`src/rtl/mem_port_arbiter_if.sv`:
```
// mem_port_arbiter_if
// Bundles the fetch requester, data requester and SRAM port signals of
// mem_port_arbiter.
//   slave  : the arbiter's view. Requests and SRAM read data come in;
//            handshakes, read data and the SRAM drive go out.
//   master : the environment's view (requesters plus SRAM).
// Signal groups:
//   i_*    fetch stage: i_req, i_addr, i_cancel -> i_addr_ok, i_data_ok, i_rdata
//   d_*    execute stage: d_req, d_we, d_addr, d_wdata -> d_addr_ok, d_data_ok, d_rdata
//   sram_* single SRAM port: sram_en, sram_we, sram_addr, sram_wdata <- sram_rdata
interface mem_port_arbiter_if;
    logic        i_req;
    logic [31:0] i_addr;
    logic        i_cancel;
    logic        i_addr_ok;
    logic        i_data_ok;
    logic [31:0] i_rdata;

    logic        d_req;
    logic [3:0]  d_we;
    logic [31:0] d_addr;
    logic [31:0] d_wdata;
    logic        d_addr_ok;
    logic        d_data_ok;
    logic [31:0] d_rdata;

    logic        sram_en;
    logic [3:0]  sram_we;
    logic [31:0] sram_addr;
    logic [31:0] sram_wdata;
    logic [31:0] sram_rdata;

    modport slave (
        input  i_req, i_addr, i_cancel,
        input  d_req, d_we, d_addr, d_wdata,
        input  sram_rdata,
        output i_addr_ok, i_data_ok, i_rdata,
        output d_addr_ok, d_data_ok, d_rdata,
        output sram_en, sram_we, sram_addr, sram_wdata
    );

    modport master (
        output i_req, i_addr, i_cancel,
        output d_req, d_we, d_addr, d_wdata,
        output sram_rdata,
        input  i_addr_ok, i_data_ok, i_rdata,
        input  d_addr_ok, d_data_ok, d_rdata,
        input  sram_en, sram_we, sram_addr, sram_wdata
    );
endinterface

```
`src/rtl/mem_port_arbiter.sv`:
```
// mem_port_arbiter
// Shares one single-port synchronous SRAM between the fetch stage (reads
// only) and the execute stage (loads/stores). One access is granted per
// cycle, combinationally in the request cycle. A LAT-deep tracker remembers
// who owns each in-flight access, so the completion pulse is routed back to
// the right requester LAT cycles after the grant.
// Parameters:
//   LAT    SRAM read latency, 1..3 cycles
//   STARVE consecutive fetch denials tolerated before fetch is forced to win, 1..15
// Ports:
//   clk  clock
//   rst  synchronous active-high reset
//   bus  mem_port_arbiter_if.slave (fetch, data and SRAM signal groups)
module mem_port_arbiter #(
    parameter int LAT    = 1,
    parameter int STARVE = 8
) (
    input logic              clk,
    input logic              rst,
    mem_port_arbiter_if.slave bus
);

    localparam logic [3:0] STARVE_LIM = 4'(STARVE);

    logic           grant_i;
    logic           grant_d;
    logic           grant_any;
    logic [3:0]     starve_cnt;

    // Tracker stage k holds the access granted k+1 cycles ago.
    logic [LAT-1:0] trk_valid;
    logic [LAT-1:0] trk_fetch;

    // Data normally wins a collision. Once fetch has lost STARVE times in a
    // row it takes the port. A cancel cycle never grants fetch, so data
    // still goes through even when the starve limit has been reached.
    always_comb begin
        grant_i   = bus.i_req && !bus.i_cancel &&
                    (!bus.d_req || (starve_cnt == STARVE_LIM));
        grant_d   = bus.d_req && !grant_i;
        grant_any = grant_i || grant_d;
    end

    assign bus.i_addr_ok  = grant_i;
    assign bus.d_addr_ok  = grant_d;
    assign bus.sram_en    = grant_any;
    assign bus.sram_we    = grant_d ? bus.d_we : 4'h0;
    assign bus.sram_addr  = grant_d ? bus.d_addr : bus.i_addr;
    assign bus.sram_wdata = bus.d_wdata;

    // Read data goes to both requesters unqualified; the data_ok pulses say
    // whose it is.
    assign bus.i_rdata = bus.sram_rdata;
    assign bus.d_rdata = bus.sram_rdata;

    // A fetch leaving the tracker in a cancel cycle is suppressed here; the
    // squash of the remaining fetch entries happens on the edge below.
    assign bus.d_data_ok = trk_valid[LAT-1] && !trk_fetch[LAT-1];
    assign bus.i_data_ok = trk_valid[LAT-1] &&  trk_fetch[LAT-1] && !bus.i_cancel;

    // Counts consecutive cycles in which fetch was asking and lost. Any
    // cycle without a fetch request, or a flush, restarts the count.
    always_ff @(posedge clk) begin
        if (rst) begin
            starve_cnt <= '0;
        end else if (grant_i || !bus.i_req || bus.i_cancel) begin
            starve_cnt <= '0;
        end else if (starve_cnt != STARVE_LIM) begin
            starve_cnt <= starve_cnt + 4'd1;
        end
    end

    // No stall: the tracker shifts every cycle. A cancel drops the valid bit
    // of every fetch-owned entry as it moves to the next stage; the entry
    // leaving the last stage is handled by the i_data_ok gating above.
    // Stage 0 never receives a fetch in a cancel cycle, so it needs no mask.
    always_ff @(posedge clk) begin
        if (rst) begin
            trk_valid <= '0;
            trk_fetch <= '0;
        end else begin
            trk_valid[0] <= grant_any;
            trk_fetch[0] <= grant_i;
            for (int k = 1; k < LAT; k++) begin
                trk_valid[k] <= trk_valid[k-1] && !(bus.i_cancel && trk_fetch[k-1]);
                trk_fetch[k] <= trk_fetch[k-1];
            end
        end
    end

endmodule

```
`src/flat_wrapper.sv`:
```
// flat-port wrapper written by rule: the top's interface ports become plain ports
module mem_port_arbiter_flat 
#(
    parameter int LAT    = 1,
    parameter int STARVE = 8
)
  (clk, rst, bus_i_req, bus_i_addr, bus_i_cancel, bus_d_req, bus_d_we, bus_d_addr, bus_d_wdata, bus_sram_rdata, bus_i_addr_ok, bus_i_data_ok, bus_i_rdata, bus_d_addr_ok, bus_d_data_ok, bus_d_rdata, bus_sram_en, bus_sram_we, bus_sram_addr, bus_sram_wdata);
  mem_port_arbiter_if bus_i ();
  input logic clk;
  input logic rst;
  input wire logic [$bits(bus_i.i_req)-1:0] bus_i_req;
  input wire logic [$bits(bus_i.i_addr)-1:0] bus_i_addr;
  input wire logic [$bits(bus_i.i_cancel)-1:0] bus_i_cancel;
  input wire logic [$bits(bus_i.d_req)-1:0] bus_d_req;
  input wire logic [$bits(bus_i.d_we)-1:0] bus_d_we;
  input wire logic [$bits(bus_i.d_addr)-1:0] bus_d_addr;
  input wire logic [$bits(bus_i.d_wdata)-1:0] bus_d_wdata;
  input wire logic [$bits(bus_i.sram_rdata)-1:0] bus_sram_rdata;
  output wire logic [$bits(bus_i.i_addr_ok)-1:0] bus_i_addr_ok;
  output wire logic [$bits(bus_i.i_data_ok)-1:0] bus_i_data_ok;
  output wire logic [$bits(bus_i.i_rdata)-1:0] bus_i_rdata;
  output wire logic [$bits(bus_i.d_addr_ok)-1:0] bus_d_addr_ok;
  output wire logic [$bits(bus_i.d_data_ok)-1:0] bus_d_data_ok;
  output wire logic [$bits(bus_i.d_rdata)-1:0] bus_d_rdata;
  output wire logic [$bits(bus_i.sram_en)-1:0] bus_sram_en;
  output wire logic [$bits(bus_i.sram_we)-1:0] bus_sram_we;
  output wire logic [$bits(bus_i.sram_addr)-1:0] bus_sram_addr;
  output wire logic [$bits(bus_i.sram_wdata)-1:0] bus_sram_wdata;
  assign bus_i.i_req = bus_i_req;
  assign bus_i.i_addr = bus_i_addr;
  assign bus_i.i_cancel = bus_i_cancel;
  assign bus_i.d_req = bus_d_req;
  assign bus_i.d_we = bus_d_we;
  assign bus_i.d_addr = bus_d_addr;
  assign bus_i.d_wdata = bus_d_wdata;
  assign bus_i.sram_rdata = bus_sram_rdata;
  assign bus_i_addr_ok = bus_i.i_addr_ok;
  assign bus_i_data_ok = bus_i.i_data_ok;
  assign bus_i_rdata = bus_i.i_rdata;
  assign bus_d_addr_ok = bus_i.d_addr_ok;
  assign bus_d_data_ok = bus_i.d_data_ok;
  assign bus_d_rdata = bus_i.d_rdata;
  assign bus_sram_en = bus_i.sram_en;
  assign bus_sram_we = bus_i.sram_we;
  assign bus_sram_addr = bus_i.sram_addr;
  assign bus_sram_wdata = bus_i.sram_wdata;
  mem_port_arbiter #(.LAT(LAT), .STARVE(STARVE)) u_core (.clk(clk), .rst(rst), .bus(bus_i));
endmodule
```
`config.mk`:
```
export PLATFORM = sky130hd
export DESIGN_NAME = mem_port_arbiter_flat
export DESIGN_NICKNAME = d
export VERILOG_FILES = /design/src/rtl/mem_port_arbiter_if.sv /design/src/rtl/mem_port_arbiter.sv /design/src/flat_wrapper.sv
export SDC_FILE = /design/constraint.sdc
export NUM_CORES = 1
export LEC_CHECK = 0
export ABC_CLOCK_PERIOD_IN_PS = 1670
export BUFFER_PORTS_ARGS = -buffer_cell sky130_fd_sc_hd__buf_2
export CORE_AREA = 8 8 101 103
export CTS_CLUSTER_DIAMETER = 120
export DETAILED_ROUTE_END_ITERATION = 10
export DIE_AREA = 0 0 109 111
export PLACE_DENSITY = 0.57
export SETUP_SLACK_MARGIN = 0.3
export SKIP_LAST_GASP = 1
export SLEW_MARGIN = 20
export SYNTH_ARGS = -nofsm -noshare
export SYNTH_HDL_FRONTEND = slang
export SYNTH_SLANG_ARGS = --single-unit
```
`constraint.sdc`:
```
create_clock -name clk -period 1.67 [get_ports clk]
set_input_delay 0.167 -clock clk [delete_from_list [all_inputs] [get_ports clk]]
set_output_delay 0.167 -clock clk [all_outputs]
set_load 0.01 [all_outputs]
```
Yosys cells after proc, flatten, opt, wreduce, memory -nomap -nowiden --
Cells that the tools add are included.
Storage, ports and cells: memories 0, input port bits 137, bits in latches 0, RAM bits 0, register bits 6, word-level logic and storage cells 24, output and inout port bits 137, ROM bits 0
Cells by class: shifts and indexed selects 0, $mul 0, equality and inequality tests 2, add/sub/neg operators 1, bitwise operators 0, reductions and logical operators 16, muxes and demuxes 2, div/mod/pow operators 0, magnitude comparators 0
Operators by type and width (number):
- two-way mux 32 bit | 1
- logical AND 1 bit | 6
- logical NOT 1 bit | 5
- adder 4 x 1 -> 4 bit (second input constant) | 1
- == test 4 bit (second input constant) | 1
- logical OR 1 bit | 4
- two-way mux 4 bit | 1
- inequality test 4 bit (second input constant) | 1
- OR reduction 2 bit | 1

Logic depth before layout (Yosys ltp) --
Gate-level depths: netlist of run 1.
depth in word-level cells 6, depth in mapped cells 6, gate-level depth less buffers 5

Worst setup path before layout of run 1 --
OpenSTA, ideal clock, no wires.
path kind register to output, start register u_core.starve_cnt[0], end output bus_sram_addr[10], path buffers 1, arrival 1.417 ns, required time 1.503 ns, path slack 0.086 ns, cell stages (with the launch flop) 7, path through dfxtp_1 inv_1 ha_1 nand3b_4 o21ai_4 buf_6 mux2_2
Between the ends: word-level cells in the longest chain between the ends 6
Ends and longest elaborated chain:
- start, declared | line mem_port_arbiter.sv:28 | logic [3:0] starve_cnt;
- start signal, assigned | line mem_port_arbiter.sv:69 | starve_cnt <= starve_cnt + 4'd1;
- == test 4 bit | line mem_port_arbiter.sv:39 | (!bus.d_req || (starve_cnt == STARVE_LIM));
- logical OR 1 bit | line mem_port_arbiter.sv:39
- logical AND 1 bit | line mem_port_arbiter.sv:38 | grant_i = bus.i_req && !bus.i_cancel &&
- logical NOT 1 bit | line mem_port_arbiter.sv:40 | grant_d = bus.d_req && !grant_i;
- logical AND 1 bit | line mem_port_arbiter.sv:40
- two-way mux 32 bit | line mem_port_arbiter.sv:48 | assign bus.sram_addr = grant_d ? bus.d_addr : bus.i_addr;
- end, declared | line flat_wrapper.sv:27 | output wire logic [$bits(bus_i.sram_addr)-1:0] bus_sram_addr;
Every way passes these cells.

Worst setup path in the final report of run 1 --
Same ends and word-level chain as after synthesis.

==> results of run 1 <==
==> flip-flops by register name (all words and copies together), names as in the netlist <==
register	count
u_core.starve_cnt	4
u_core.trk_valid	1
u_core.trk_fetch	1
==> placed cells by master (no fill, tap or decap), drive strengths merged <==
cell     instances
xnor2            1
buf            123
nand4bb          1
nor2             5
nand2            1
and3             4
nand3            1
o21ai            1
nand3b           1
nand2b           2
ha               2
dfxtp            6
clkbuf           4
a211oi           1
xor2             1
or2              1
a21oi            1
mux2            32
nor2b            2
inv              4
==> kinds of logic (layout without fill, tap and decap cells) <==
| logic type | Yosys count | after routing | synth area share [%] |
|---|---|---|---|
| AOI/OAI and AO/OA | 3 | 3 | 2.00 |
| xor gates and xnor gates | 2 | 2 | 1.22 |
| adders and majority gates | 2 | 2 | 1.74 |
| buffers and inverters | 104 | 131 | 53.7 |
| DFF | 6 | 6 | 8.33 |
| muxes | 32 | 32 | 25.0 |
| and+or+nand+nor | 18 | 18 | 7.99 |
==> area by class of cell <==
type,count,share of cell area (%)
repair buffers,124,44.8
clock buffers,3,2.24
inverters,4,0.815
multi-input cells,57,38.2
flip-flops and latches,6,6.66
well taps,108,7.34
==> worst register-to-register path, cell delays in order, from the launching register on <==
cell and delay [ps]:
dfxtp_2 310, inv_2 60, ha_4 130, nand3b_4 80
buf_4 140, buf_6 100, buf_6 100, buf_4 140
a211oi_1 230
==> layer usage <==
layer | global-route usage [%] | vias to the layer above | routed length, um
met5 | 0 | - | 13
met4 | 2.19 | 2 | 42
met3 | 6.40 | 10 | 979
met2 | 10.6 | 116 | 2320
met1 | 5.89 | 456 | 1400
li1 | - | 500 | -
==> how the worst max path moves through the flow <==
stage	startpoint	end	slack, ps
6_report	u_core.starve_cnt[0]	bus_sram_addr[10]	-260
5_1_grt	u_core.starve_cnt[0]	bus_sram_addr[10]	-320
4_1_cts	u_core.starve_cnt[1]	bus_sram_addr[5]	-260
3_5_place_dp	u_core.starve_cnt[1]	bus_sram_addr[0]	-20
3_3_place_gp	u_core.starve_cnt[1]	bus_sram_addr[0]	20
2_1_floorplan	u_core.starve_cnt[1]	bus_sram_addr[10]	170
==> power by group through the flow <==
stage / combinational, mW / clock, mW / sequential, mW
2_1_floorplan: 0.423 / 0 / 0.151
5_1_grt: 0.448 / 0.232 / 0.149
3_5_place_dp: 0.353 / 0 / 0.151
6_report: 0.421 / 0.217 / 0.149
4_1_cts: 0.376 / 0.225 / 0.149
3_3_place_gp: 0.350 / 0 / 0.151
==> what timing repair did <==
item                                    CTS  global route
pin swaps                                 0             6
cloned                                    1             1
endpoints found under the setup margin   38            42
setup buffers                             3             1
hold endpoints to repair                  0             0
resized for setup                         8            18
hold buffers                              0             0
==> through the flow <==
| step | instances | setup WS [ps] | TNS (ps) | cell area, um2 |
|---|---|---|---|---|
| 2_1_floorplan | 167 | 173 | 0 | 1570 |
| 3_3_place_gp | 293 | 19.8 | 0 | 1560 |
| 3_5_place_dp | 293 | -23.9 | -55.7 | 1560 |
| 4_1_cts | 300 | -258 | -7480 | 1690 |
| 5_1_grt | 302 | -316 | -9880 | 1840 |
| 6_report | 302 | -262 | -7800 | 1840 |
==> impl_metrics.ini, run 1 <==
[clock_tree]
cts.reportedPaths.clkPinSlew_ps = 40
cts_tree = yes
clk_path_buf_depth = 2
htreeDepth = 1
cts.sinks = 6
cts_root_buffer = clkbuf_8
clock_latency_ps = 220
numCtsBuffers = 3

[outcome]
violations = setup timing
outcome = finished, violations left

[detailed_routing]
wire_per_inst_um = 15.8
routed_wl_um = 4760
drcViolationCount = 0
drt_iter0_markers = 32
route.vias.total = 1084
viasPerCell = 3.59
drtPass1Iterations = 2
ant_nets = 0

[setup_path]
path_depth = 8
required_ps = 1500
critPathCaptureType = output pin
cp_max_fo = 8
cp.arrival_ps = 1760
start_kind = register
r2r_end = u_core.trk_fetch
critPathSlowestCell = dfxtp_2
slowest_delay_ps = 310
criticalPathCategory = register to output pin
cp_top_family = buffers and inverters
path_cells = inv_2 -> ha_4 -> nand3b_4 -> o21ai_4 -> buf_12 -> clkbuf_16 -> mux2_4 -> buf_6
rr_worst_depth = 8
reg2reg_from = u_core.starve_cnt[0]
cp.buffers_inverters = 4
r2r_slack_ps = 280

[timing]
finalCritPeriodShare_pct = 116
final-hold-violation-count = 0
setup_slack_ps = -262
rsz0062_at_grt = yes
skew_ps = 2.16
slew_headroom_pct = 86.1
min_period_ps = 1930
whs_ps = 148
max_freq_ghz = 0.518
worstMarginPinSlew_ps = 208
drv_slew = 0
setup_viol = 37

[logic_synthesis]
synthesis.nets = 306
ys_top_cells_by_area = buf_4 50%, mux2_2 25%, dfxtp_1 8.3%, buf_6 2.3%, and3_1 1.7%
yosysTopAreaCellShare_pct = 50.0
synth_edf_count = 0
synth.avg_cell_area_um2 = 8.63
synth_cells = 167
synth_cell_types = 21
ys.flop_type = dfxtp_1
yosysMostFrequentCell = buf_4
synth_commonest_cells = 96 x buf_4, 32 x mux2_2, 6 x dfxtp_1, 5 x nor2_1
synth_warnings = 0
synth-seq-cells = 6
synth-async-reset-ratio_pct = 0
synth-seq-area-share_pct = 8.33
synth_top_area_cell = buf_4
syn_area_um2 = 1440

[floorplan]
io_pins = 274
core_area_um2 = 8550
initial_utilization_pct = 16.9
die_area_um2 = 12100
rows = 34
fp.dieH_um = 111
die_w_um = 109

[worst_hold_path]
min_path_type = input pin to register
hold-path-cell-count = 2
worstHoldStart = rst
hold_end = u_core.trk_valid

[final_layout]
multiInputGateArea_um2 = 703
area_delta_synth_final_pct = 27.8
nFillCells = 934
nNetsFinal = 335
antenna_cells = 0
fin_util_pct = 21.5
drive_above_1_share_pct = 88.7
seq_area_um2 = 123

[placement]
portBuffers = 113
dp_hpwl_um = 3850
place.gp.congestion = 0.673

[power_and_ir_drop]
clkPwrFrac_pct = 27.6
cellLeakagePower_nw = 0.970
net-switching-power_mw = 0.221
power.internal_mw = 0.566
switching_share_pct = 28.1
peakVddDrop_mv = 0.196
comb_power_share_pct = 53.5
power_mw = 0.786
p_seq_share_pct = 18.9
power_density_nw_per_um2 = 427

[run]
max-cap-violations = 0

[global_route]
grt_pass1_vias = 1109
track_usage_pct = 6.74
grt_max_degree = 18
grt_pass1_wl_um = 6440
grt_overflow = 0
antenna_found_initial = 1
Power figures use the tool's default switching activity.
==> run 2, diff against run 1 <==
Settings changed: ABC_AREA from default to 1, PLACE_DENSITY 0.57 to 0.58, TNS_END_PERCENT from default to 10.
==> impl_metrics.ini, run 2 <==
[outcome]
outcome = finished, violations left
violations = setup timing

[timing]
rsz0062_at_grt = yes
setup_viol = 26
skew_ps = 1.51
finalCritPeriodShare_pct = 103
min_period_ps = 1730
setup_slack_ps = -56.6
worstMarginPinSlew_ps = 239
final-hold-violation-count = 0
max_freq_ghz = 0.579
setup-tns-final_ps = -742
drv_slew = 0
slew_headroom_pct = 84.0
whs_ps = 146

[global_route]
track_usage_pct = 8.86
grt_overflow = 0
grt_max_degree = 24
antenna_found_initial = 0
grt_pass1_wl_um = 8360
grt_pass1_vias = 1552

[final_layout]
fin_cells = 381
regMostFlops = u_core.starve_cnt
antenna_cells = 0
final_common_cell = buf_2
fin_area_um2 = 1740
largest_reg_flops = 4
nNetsFinal = 414
layout.cells.most_common_list = 108 x buf_2, 85 x nand2_1, 17 x nand2_2
area_delta_synth_final_pct = 16.0
drive_above_1_share_pct = 57.1
reg_top3 = u_core.starve_cnt (4), u_core.trk_fetch (1), u_core.trk_valid (1)

[clock_tree]
cts.sinks = 6
numCtsBuffers = 3
htreeDepth = 1
cts_root_buffer = clkbuf_8
cts.reportedPaths.clkPinSlew_ps = 40
cts_tree = yes
clk_path_buf_depth = 2
clock_latency_ps = 220

[placement]
portBuffers = 113
dp_hpwl_um = 5010
placed_cell_area_um2 = 1490
place.gp.congestion = 0.720
dp_cells = 370

[logic_synthesis]
synth_warnings = 0
synthesis.nets = 386
synth_commonest_cells = 98 x nand2_1, 97 x buf_4, 13 x nor2_1, 10 x inv_1, 6 x dfxtp_1
yosysMostFrequentCell = nand2_1
synth_top_area_cell = buf_4
synth-async-reset-ratio_pct = 0
yosysTopAreaCellShare_pct = 48.7
synth_edf_count = 0
synth-seq-cells = 6
ys.flop_type = dfxtp_1
syn_area_um2 = 1500
ys_top_cells_by_area = buf_4 49%, nand2_1 25%, dfxtp_1 8.0%, nor2_1 3.3%, inv_1 2.5%
synth-seq-area-share_pct = 8.03
synth_cell_types = 20
synth_cells = 247
synth.avg_cell_area_um2 = 6.06

[detailed_routing]
route.vias.total = 1457
drt_iter0_markers = 76
ant_nets = 0
drtPass1Iterations = 6
viasPerCell = 3.82
wire_per_inst_um = 15.9
routed_wl_um = 6050
drcViolationCount = 0

[floorplan]
die_w_um = 109
initial_utilization_pct = 17.5
core_area_um2 = 8550
rows = 34
die_area_um2 = 12100
io_pins = 274
fp.dieH_um = 111

[setup_path]
cp_max_fo = 6
cp.arrival_ps = 1560
critPathCaptureType = output pin
startpoint = u_core.starve_cnt[0]
reg2reg_from = u_core.starve_cnt[0]
required_ps = 1500
start_kind = register
criticalPathCategory = register to output pin
r2r_slack_ps = 370

[power_and_ir_drop]
power_mw = 0.740
power_density_nw_per_um2 = 427
cellLeakagePower_nw = 1.04
peakVddDrop_mv = 0.204

[run]
max-cap-violations = 0

[worst_hold_path]
min_path_type = input pin to register
worstHoldStart = rst
-- run 2: cell count changes in the layout (fill, tap and decap cells not counted), moves of 6 or more --
cell / delta
mux2_4: -29
buf_6: -11
buf_2: +12
nand2_2: +17
nor2_1: +9
inv_1: +6
nand2_1: +84
-- run 2: final timing paths --
kind	to	cells after the start
hold reg to reg	u_core.starve_cnt[0]	2
setup / recovery	bus_sram_addr[17]	10
setup reg to reg	u_core.starve_cnt[1]	8
hold / removal	u_core.trk_valid	2
-- run 2: worst max-delay path, cell delays in order, from the launching register on --
cell and delay [ps]:
dfxtp_2 320, inv_2 40, ha_4 160, nand2_2 80
nor2_4 40, a21oi_4 170, buf_6 150, clkbuf_16 140
nand2_1 50, nand2_1 50, buf_2 120
-- run 2: cell type report --
cell class | count | area [um2]
timing repair buffer | 125 | 781
sequential | 6 | 123
fill | 979 | 6820
multi-input combinational | 128 | 614
tap | 108 | 135
inverter | 11 | 41.3
clock buffer | 3 | 41.3
-- run 2: per-stage QoR --
| step | setup WS, ps | utilization (%) |
|---|---|---|
| 3_5_place_dp | 102 | 17.4 |
| 5_1_grt | -118 | 20.3 |
| 6_report | -56.6 | 20.3 |
| 2_1_floorplan | 283 | - |
| 4_1_cts | -51.4 | 19.3 |
| 3_3_place_gp | 178 | 17.4 |
-- run 2: cells by family after synthesis --
kind of cell | after synthesis | share of synthesized area [%]
adder cells (fa/ha/maj) | 2 | 1.67
AND/OR/NAND/NOR | 120 | 31.7
buffers and inverters | 113 | 54.6
AO/OA/AOI/OAI | 4 | 2.84
XOR/XNOR | 2 | 1.17
flip-flops | 6 | 8.03
-- run 2: power breakdown --
part	switching, mW	internal [mW]
Clock	0.0570	0.154
Combinational	0.185	0.195
Sequential	0.00147	0.147
Total	0.244	0.496
-- run 2: what timing repair did --
action,in CTS,in global routing
hold buffers,0,0
pin swaps,2,4
buffers inserted,6,0
gates cloned,1,1
setup endpoints to repair,38,40
gates resized for setup,16,16
-- run 2: per-layer routing --
metal | global-route usage [%] | vias up | routed length, um
met4 | 5.57 | 0 | 347
met2 | 14.2 | 145 | 2770
met3 | 6.28 | 38 | 1160
met5 | 0 | - | 0
met1 | 7.82 | 585 | 1780
li1 | - | 689 | -
==> run 3, diff against run 2 <==
Settings changed: CORE_AREA 8 8 101 103 to 5 5 104 106, PLACE_DENSITY 0.58 to 0.52, TNS_END_PERCENT 10 to 1.
==> impl_metrics.ini, run 3 (synthesis results as in run 2) <==
[final_layout]
fin_util_pct = 18.0
drive_above_1_share_pct = 54.4
nFillCells = 1120
reg_top3 = u_core.starve_cnt (4), u_core.trk_fetch (1), u_core.trk_valid (1)
fin_cells = 407
area_delta_synth_final_pct = 16.3
antenna_cells = 0
nNetsFinal = 415
largest_reg_flops = 4
final_common_cell = buf_2
layout.cells.most_common_list = 113 x buf_2, 93 x nand2_1, 13 x nor2_1
regMostFlops = u_core.starve_cnt

[timing]
worstMarginPinSlew_ps = 243
slew_headroom_pct = 83.8
setup_slack_ps = -79.4
skew_ps = 0.399
finalCritPeriodShare_pct = 105
rsz0062_at_grt = yes
max_freq_ghz = 0.572
final-hold-violation-count = 0
min_period_ps = 1750
setup-tns-final_ps = -1340
drv_slew = 0
setup_viol = 32

[floorplan]
die_w_um = 109
die_area_um2 = 12100
io_pins = 274
initial_utilization_pct = 15.5
rows = 36
fp.dieH_um = 111
core_area_um2 = 9680

[power_and_ir_drop]
power_mw = 0.729
cellLeakagePower_nw = 1.03
power_density_nw_per_um2 = 419
peakVddDrop_mv = 0.191

[setup_path]
path_depth = 10
cp.buffers_inverters = 4
rr_worst_depth = 8
cp.arrival_ps = 1580
required_ps = 1500
critPathMostFrequentCell = nand2_1
cp_top_family = buffers and inverters
r2r_slack_ps = 310
slowest_delay_ps = 340
cp_max_fo = 6
critPathSlowestCell = dfxtp_2
path_cells = inv_2 -> ha_4 -> nand2_4 -> nor2_4 -> a21oi_4 -> buf_6 -> clkbuf_16 -> nand2_1 -> nand2_1 -> buf_2
critPathCaptureType = output pin
criticalPathCategory = register to output pin
start_kind = register

[placement]
portBuffers = 113
dp_hpwl_um = 4190
dp_cells = 395
place.gp.congestion = 0.687

[clock_tree]
clock_latency_ps = 220
htreeDepth = 1
clk_path_buf_depth = 2
cts_tree = yes
cts.reportedPaths.clkPinSlew_ps = 30
cts_root_buffer = clkbuf_8
numCtsBuffers = 3
cts.sinks = 6

[detailed_routing]
route.vias.total = 1447
ant_nets = 0
wire_per_inst_um = 13.0
drt_iter0_markers = 55
routed_wl_um = 5280
drcViolationCount = 0
viasPerCell = 3.56
drtPass1Iterations = 4

[worst_hold_path]
min_path_type = input pin to register
hold-path-cell-count = 2

[run]
max-cap-violations = 0

[global_route]
antenna_found_initial = 0
grt_pass1_wl_um = 7380
grt_overflow = 0
grt_pass1_vias = 1482
grt_max_degree = 24
track_usage_pct = 7.65

[outcome]
outcome = finished, violations left
violations = setup timing
==> run 3: stage by stage <==
step / hold slack, ps / cell area [um2] / setup slack, ps
after floorplan: 236 / 1510 / 283
after global placement: 334 / 1520 / 154
after detailed placement: 334 / 1520 / 93.4
after CTS: 138 / 1650 / -115
after global routing: 144 / 1740 / -146
final: 145 / 1740 / -79.4
==> run 3: final timing paths <==
| check | from | end |
|---|---|---|
| max reg2reg | u_core.starve_cnt[1] | u_core.starve_cnt[1] |
| max | u_core.starve_cnt[1] | bus_sram_addr[16] |
| min | rst | u_core.trk_valid |
| min reg2reg | u_core.starve_cnt[1] | u_core.starve_cnt[1] |
==> run 3: final cells by class <==
class                           instances  area, um2  area share [%]
Timing Repair Buffer                  126        774            44.5
Clock buffer                            3       41.3            2.37
Inverter                               11       41.3            2.37
Tap cell                              133        166            9.56
Sequential cell                         6        123            7.05
Multi-Input combinational cell        128        594            34.1
==> run 3: metal layers <==
metal | part of all wire [%] | global-route usage (%) | vias up
li1 | - | - | 692
met1 | 35 | 8.03 | 599
met2 | 45 | 12.3 | 113
met3 | 15 | 3.55 | 43
met4 | 4.8 | 4.46 | 0
met5 | 0 | 0 | -
==> run 3: power breakdown <==
part           internal, mW  switching [mW]  total (mW)
combinational         0.187           0.182       0.369
sequential            0.147         0.00161       0.149
clock                 0.154          0.0560       0.210
total                 0.488           0.240       0.729
==> run 3: repair_timing <==
action	CTS	global route
resized for setup	11	8
endpoints found under the setup margin	38	41
gates cloned	1	2
buffers inserted	4	2
pin swaps	1	5
hold buffers	0	0
